===== src/rtl/nic_pkg.sv =====
// Shared definitions for the NIC I/O scheduler: NIC register map,
// status-bit position and the scheduler state encoding.
package nic_pkg;

  // NIC processor-side register map
  localparam logic [1:0] NIC_IN_BUF   = 2'b00;
  localparam logic [1:0] NIC_IN_STAT  = 2'b01;
  localparam logic [1:0] NIC_OUT_BUF  = 2'b10;
  localparam logic [1:0] NIC_OUT_STAT = 2'b11;

  // Status registers report full/busy in the top bit
  localparam int NIC_STAT_BIT = 63;

  typedef enum logic [2:0] {
    ST_IDLE   = 3'd0,
    ST_O_POLL = 3'd1,
    ST_O_CHK  = 3'd2,
    ST_O_WR   = 3'd3,
    ST_I_POLL = 3'd4,
    ST_I_CHK  = 3'd5,
    ST_I_RD   = 3'd6,
    ST_I_CAP  = 3'd7
  } sched_state_e;

  // Which side was served last; used for round-robin in IDLE
  typedef enum logic {
    SRV_TX = 1'b0,
    SRV_RX = 1'b1
  } srv_side_e;

endpackage


===== src/rtl/sync_fifo.sv =====
// Synchronous first-word-fall-through FIFO with a registered occupancy
// count. Full/empty come straight from the count, so there is no
// same-cycle full bypass.
module sync_fifo #(
  parameter int WIDTH = 64,
  parameter int DEPTH = 4
) (
  input  logic             clk,
  input  logic             reset,
  input  logic             push_i,
  input  logic [WIDTH-1:0] wdata_i,
  input  logic             pop_i,
  output logic [WIDTH-1:0] rdata_o,
  output logic             full_o,
  output logic             empty_o
);

  localparam int AW = $clog2(DEPTH);
  localparam logic [AW:0] FULL_CNT = (AW+1)'(DEPTH);

  logic [WIDTH-1:0] mem_q [DEPTH];
  logic [AW-1:0]    wr_ptr_q, wr_ptr_d;
  logic [AW-1:0]    rd_ptr_q, rd_ptr_d;
  logic [AW:0]      count_q, count_d;
  logic             push_ok, pop_ok;

  assign full_o  = (count_q == FULL_CNT);
  assign empty_o = (count_q == '0);
  assign push_ok = push_i && !full_o;
  assign pop_ok  = pop_i && !empty_o;
  assign rdata_o = mem_q[rd_ptr_q];

  // Pointer and occupancy next-state
  always_comb begin
    wr_ptr_d = wr_ptr_q;
    rd_ptr_d = rd_ptr_q;
    count_d  = count_q;
    if (push_ok) wr_ptr_d = wr_ptr_q + AW'(1);
    if (pop_ok)  rd_ptr_d = rd_ptr_q + AW'(1);
    case ({push_ok, pop_ok})
      2'b10:   count_d = count_q + (AW+1)'(1);
      2'b01:   count_d = count_q - (AW+1)'(1);
      default: count_d = count_q;
    endcase
  end

  // Pointer/count registers; contents are discarded by resetting the count
  always_ff @(posedge clk) begin
    if (reset) begin
      wr_ptr_q <= '0;
      rd_ptr_q <= '0;
      count_q  <= '0;
    end else begin
      wr_ptr_q <= wr_ptr_d;
      rd_ptr_q <= rd_ptr_d;
      count_q  <= count_d;
    end
  end

  // Storage array, written only on an accepted push
  always_ff @(posedge clk) begin
    if (push_ok) mem_q[wr_ptr_q] <= wdata_i;
  end

endmodule


===== src/rtl/nic_io_sched.sv =====
// NIC I/O scheduler: sole master of the NIC processor port. Buffers
// outgoing packets and writes them when the out-channel is free; drains
// the in-channel into an RX FIFO when it reports full.
//
// state   | meaning
// --------+---------------------------------------------------------
// IDLE    | no NIC access; round-robin pick of TX or RX side
// O_POLL  | read out-channel status
// O_CHK   | inspect out status: free -> write, busy -> back off
// O_WR    | write TX head to out-channel buffer, pop TX FIFO
// I_POLL  | read in-channel status
// I_CHK   | inspect in status: full -> read buffer, empty -> back off
// I_RD    | read in-channel buffer (NIC clears its in status)
// I_CAP   | capture returned packet into RX FIFO
module nic_io_sched
  import nic_pkg::*;
#(
  parameter int TX_DEPTH = 4,
  parameter int RX_DEPTH = 4,
  parameter int CNT_W    = 16
) (
  input  logic             clk,
  input  logic             reset,
  input  logic             sched_en,
  input  logic             tx_valid,
  output logic             tx_ready,
  input  logic [63:0]      tx_data,
  output logic             rx_valid,
  input  logic             rx_ready,
  output logic [63:0]      rx_data,
  output logic [1:0]       nic_addr,
  output logic             nic_en,
  output logic             nic_wr_en,
  output logic [63:0]      nic_wdata,
  input  logic [63:0]      nic_rdata,
  output logic [CNT_W-1:0] tx_cnt,
  output logic [CNT_W-1:0] rx_cnt
);

  sched_state_e     state_q, state_d;
  srv_side_e        last_srv_q, last_srv_d;
  logic [CNT_W-1:0] tx_cnt_q, tx_cnt_d;
  logic [CNT_W-1:0] rx_cnt_q, rx_cnt_d;

  logic        tx_full, tx_empty, rx_full, rx_empty;
  logic [63:0] tx_head;
  logic        tx_push, tx_pop, rx_push, rx_pop;
  logic        tx_req, rx_req;
  logic        stat_bit;

  assign tx_ready = !tx_full;
  assign rx_valid = !rx_empty;
  assign tx_push  = tx_valid && !tx_full;
  assign rx_pop   = rx_ready && !rx_empty;
  assign tx_req   = !tx_empty;
  assign rx_req   = !rx_full;
  assign stat_bit = nic_rdata[NIC_STAT_BIT];
  assign tx_cnt   = tx_cnt_q;
  assign rx_cnt   = rx_cnt_q;

  sync_fifo #(.WIDTH(64), .DEPTH(TX_DEPTH)) u_tx_fifo (
    .clk     (clk),
    .reset   (reset),
    .push_i  (tx_push),
    .wdata_i (tx_data),
    .pop_i   (tx_pop),
    .rdata_o (tx_head),
    .full_o  (tx_full),
    .empty_o (tx_empty)
  );

  sync_fifo #(.WIDTH(64), .DEPTH(RX_DEPTH)) u_rx_fifo (
    .clk     (clk),
    .reset   (reset),
    .push_i  (rx_push),
    .wdata_i (nic_rdata),
    .pop_i   (rx_pop),
    .rdata_o (rx_data),
    .full_o  (rx_full),
    .empty_o (rx_empty)
  );

  // Next-state: round-robin arbitration in IDLE, fixed NIC access sequences
  always_comb begin
    state_d    = state_q;
    last_srv_d = last_srv_q;
    case (state_q)
      ST_IDLE: begin
        if (sched_en) begin
          if (tx_req && (!rx_req || last_srv_q == SRV_RX)) begin
            state_d    = ST_O_POLL;
            last_srv_d = SRV_TX;
          end else if (rx_req) begin
            state_d    = ST_I_POLL;
            last_srv_d = SRV_RX;
          end
        end
      end
      ST_O_POLL: state_d = ST_O_CHK;
      ST_O_CHK:  state_d = stat_bit ? ST_IDLE : ST_O_WR;
      ST_O_WR:   state_d = ST_IDLE;
      ST_I_POLL: state_d = ST_I_CHK;
      ST_I_CHK:  state_d = stat_bit ? ST_I_RD : ST_IDLE;
      ST_I_RD:   state_d = ST_I_CAP;
      ST_I_CAP:  state_d = ST_IDLE;
      default:   state_d = ST_IDLE;
    endcase
  end

  // NIC port drive and FIFO strobes decoded from the current state
  always_comb begin
    nic_en    = 1'b0;
    nic_wr_en = 1'b0;
    nic_addr  = NIC_IN_BUF;
    nic_wdata = '0;
    tx_pop    = 1'b0;
    rx_push   = 1'b0;
    case (state_q)
      ST_O_POLL: begin
        nic_en   = 1'b1;
        nic_addr = NIC_OUT_STAT;
      end
      ST_O_WR: begin
        nic_en    = 1'b1;
        nic_wr_en = 1'b1;
        nic_addr  = NIC_OUT_BUF;
        nic_wdata = tx_head;
        tx_pop    = 1'b1;
      end
      ST_I_POLL: begin
        nic_en   = 1'b1;
        nic_addr = NIC_IN_STAT;
      end
      ST_I_RD: begin
        nic_en   = 1'b1;
        nic_addr = NIC_IN_BUF;
      end
      // Write enable must stay low here: the NIC clears in-status on the read
      ST_I_CAP: rx_push = 1'b1;
      default: ;
    endcase
  end

  // Packet statistics, wrapping naturally at 2^CNT_W
  always_comb begin
    tx_cnt_d = tx_cnt_q;
    rx_cnt_d = rx_cnt_q;
    if (tx_pop)  tx_cnt_d = tx_cnt_q + CNT_W'(1);
    if (rx_push) rx_cnt_d = rx_cnt_q + CNT_W'(1);
  end

  // State, arbitration history and counters; RX starts as last served so TX wins first
  always_ff @(posedge clk) begin
    if (reset) begin
      state_q    <= ST_IDLE;
      last_srv_q <= SRV_RX;
      tx_cnt_q   <= '0;
      rx_cnt_q   <= '0;
    end else begin
      state_q    <= state_d;
      last_srv_q <= last_srv_d;
      tx_cnt_q   <= tx_cnt_d;
      rx_cnt_q   <= rx_cnt_d;
    end
  end

endmodule

===== config.mk =====
export PLATFORM = sky130hd
export DESIGN_NAME = nic_io_sched
export DESIGN_NICKNAME = d
export VERILOG_FILES = /design/src/rtl/nic_pkg.sv /design/src/rtl/sync_fifo.sv /design/src/rtl/nic_io_sched.sv
export SDC_FILE = /design/constraint.sdc
export NUM_CORES = 1
export LEC_CHECK = 0
export BUFFER_PORTS_ARGS = -buffer_cell sky130_fd_sc_hd__buf_2
export CAP_MARGIN = 20
export CORE_UTILIZATION = 51
export CTS_CLUSTER_DIAMETER = 120
export DETAILED_ROUTE_END_ITERATION = 7
export PLACE_DENSITY = 0.75
export SETUP_SLACK_MARGIN = 0.1
export SLEW_MARGIN = 30
export SYNTH_ARGS = -nofsm -noshare
export SYNTH_HDL_FRONTEND = slang
export SYNTH_SLANG_ARGS = --single-unit

===== constraint.sdc =====
create_clock -name clk -period 2.92 [get_ports clk]
set_clock_uncertainty 0.2 [all_clocks]
set_input_delay 0.146 -clock clk [delete_from_list [all_inputs] [get_ports clk]]
set_output_delay 0.146 -clock clk [all_outputs]
set_load 0.005 [all_outputs]

==> impl_metrics.py <==
metrics = {
    "status": {
        "status": "complete, but fails checks",
        "violations": "DRC",
    },
    "floorplanning": {
        "die_y_um": 207.1,
        "dieWidth_um": 207.1,
        "ios": 299,
        "rows": 74,
        "core_um2": 41110,
        "die_area_um2": 42880,
        "start_util_pct": 52.17,
    },
    "route": {
        "viasPerCell": 5.449,
        "wl_met3_um": 3645,
        "topRoutingLayerUsed": "met4",
        "wl_um": 44450,
        "postRouteAntennaNets": 0,
        "first_iter_violations": 684,
        "wire_per_inst_um": 21.21,
        "vias": 11422,
        "wl_met1_um": 17510,
        "first_pass_iters": 8,
        "drc": 18,
        "routed-wl-met2_um": 22440,
    },
    "sta": {
        "finalCriticalPeriod_ps": 2634,
        "hold_ws_ps": 103.0,
        "setup_viol": 0,
        "finalMaxSlewViolations": 0,
        "fin_crit_sh_pct": 90.19,
        "fmax_ghz": 0.3797,
        "relSlewSlack_pct": 52.51,
        "finalHoldViolations": 0,
        "worst_pin_slew_ps": 712.3,
        "grt_setup_unrepaired": "no",
        "setup_tns_ps": 0,
    },
    "critical_path": {
        "max_stage_delay_ps": 530,
        "slowest_stage": "mux4_2",
        "cp.required_ps": 2570,
        "path_cells": "buf_12, mux4_2, and2_1, buf_2",
        "critPathMaxFanout": 33,
        "worstPathArrival_ps": 2290,
        "endpoint_kind": "output port",
        "crit_path_start_kind": "register",
        "crit_type": "register to output port",
        "reg2reg_depth": 9,
    },
    "yosys": {
        "synth_compound_area_share_pct": 1.377,
        "synth_area_per_cell_um2": 20.60,
        "ys_seq_area_share_pct": 76.73,
        "synth_top_family_by_area": "multiplexers",
        "synth_cell_type_count": 46,
        "synth_edf_count": 512,
        "synthTopCellsByArea": "edfxtp_1 (72%), mux4_2 (13%), dfxtp_1 (5.0%), and2_1 (2.0%), ha_1 (0.82%)",
        "synth_fa_ha_area_share_pct": 1.003,
        "yosys.area.top_type": "edfxtp_1",
        "synth_area_um2": 21450,
        "ys_dominant_reg_cell": "edfxtp_1",
        "synthMuxAreaShare_pct": 13.49,
        "yosysWarnings": 0,
        "synth_top_area_share_pct": 71.69,
        "synth_nets": 1190,
        "synth-seq-cells": 566,
        "yosysMostFrequentCell": "edfxtp_1",
        "synthCells": 1041,
        "synth-simple-area-share_pct": 4.947,
        "async_flop_share_pct": 0,
        "synth-xor-area-share_pct": 1.103,
        "synthTopCellsByCount": "edfxtp_1 (512), mux4_2 (128), and2_1 (70)",
    },
    "final_layout": {
        "finalInstanceArea_um2": 27060,
        "syn_to_final_growth_pct": 26.15,
        "fillers": 2700,
        "multi_input_area_um2": 4711,
        "layout-drive-gt1-share_pct": 35.96,
        "seq_area_um2": 16470,
        "nets": 1667,
    },
    "clock_network": {
        "clk_pin_slew_worst_paths_ps": 60,
        "clockRootBuffer": "clkbuf_16",
        "postCtsSetupRepairBufs": 0,
        "cts_max_level": 2,
        "cts_sinks": 566,
        "clock_latency_ps": 580,
        "cts_buffers": 53,
        "cts_tree": "built",
        "max-clock-path-buffers": 3,
    },
    "pwr": {
        "ir_worst_vdd_uv": 869.1,
        "p_leak_nw": 9.406,
        "powerDensity_nw_per_um2": 612.5,
    },
    "placed_design": {
        "port_buffers": 298,
        "placed_cell_area_um2": 24020,
        "gp_congestion": 0.7583,
        "hpwl_um": 26590,
    },
    "flow_run": {
        "max_cap_viol_count": 0,
    },
    "min_path": {
        "min_path_type": "input port to register",
        "min_path_cells": 2,
    },
    "grt": {
        "grt_pass1_vias": 12040,
        "grt_max_degree": 71,
        "grt_pass1_wl_um": 68520,
        "antenna_found_initial": 4,
        "track_usage_pct": 20.91,
        "grt_overflow": 0,
    },
}
[placed cells by master, fill, tap and decap left out, types with 6 or more instances in the layout]
cell type,count
clkinv_2,10
buf_4,13
clkinv_1,16
ha_1,14
inv_1,22
edfxtp_1,512
dfxtp_1,50
or4_1,6
o21ai_0,10
buf_2,298
dlygate4sd3_1,132
nand3_1,12
mux4_2,128
nor2_1,36
and2_1,66
xor2_1,11
nor3_1,9
buf_12,25
a21oi_1,23
nand2_1,16
xnor2_1,16
clkbuf_16,55
or3_1,9
[worst max-delay path: cells and delay by family (launching register included)]
family | cells | cell delay, ps
mux | 1 | 530
flops | 1 | 500
buf+inv | 2 | 450
simple gates | 1 | 200
[stage by stage]
stage / total power (W) / std cells / setup slack, ps / util [%]
final: 0.01657 / 2096 / 286.4 / 65.81
after global placement: 0.009828 / 1863 / 410.9 / 58.42
after floorplan: 0.009557 / 1041 / 178.3 / -
after detailed placement: 0.009863 / 1863 / 371.8 / 58.42
after CTS: 0.01671 / 2092 / 196.7 / 65.79
after global routing: 0.01708 / 2096 / 147.7 / 65.81
[per-layer routing]
metal  track usage (%)  vias to the layer above
met1             25.97                     5820
li1                  -                     5150
met5                 0                        -
met3             6.413                       62
met4             6.588                        0
met2             35.26                      390
[kinds of logic after synthesis]
group	after synthesis
flip-flops	566
AND/OR/NAND/NOR	185
multiplexers	129
buffers and inverters	69
AO/OA/AOI/OAI	49
XOR/XNOR	27
adder cells (fa/ha/maj)	16
[final timing paths]
path	slack (ps)	end	start
worst max-delay path	290	nic_wdata[38]	register
worst max register to register	340	u_tx_fifo.count_q[2]	u_tx_fifo.count_q[0]
worst min-delay path	100	u_rx_fifo.mem_q[0][14]	nic_rdata[14]
worst min register to register	280	tx_cnt[15]	tx_cnt[15]
[where the power goes]
group	switching (W)	leakage (nW)	total, W	internal, W
Sequential	0.0000549	5.09	0.00908	0.00903
Combinational	0.000381	3.49	0.000761	0.000381
Clock	0.00287	0.827	0.00673	0.00386
[sequential cells by signal (all words and copies together) (netlist names), named ones only]
register,count
last_srv_q,1
rx_cnt,16
state_q,3
tx_cnt,16
u_rx_fifo.count_q,3
u_rx_fifo.mem_q,256
u_rx_fifo.rd_ptr_q,2
u_rx_fifo.wr_ptr_q,2
u_tx_fifo.count_q,3
u_tx_fifo.mem_q,256
u_tx_fifo.rd_ptr_q,2
u_tx_fifo.wr_ptr_q,2
[cell type report]
type / count / area share [%]
Multi-Input combinational cell: 406 / 17.41
Tap cell: 532 / 2.460
Timing Repair Buffer: 468 / 12.61
Clock buffer: 59 / 5.142
Inverter: 23 / 0.3191
Antenna cell: 4 / 0.03700
Clock inverter: 38 / 1.165
Sequential cell: 566 / 60.86
[timing repair]
action / CTS / global route
hold endpoints to repair: 545 / 0
gates resized for setup: 0 / 0
hold buffers: 132 / 0
No activity file was read; power rests on OpenSTA's default activity.
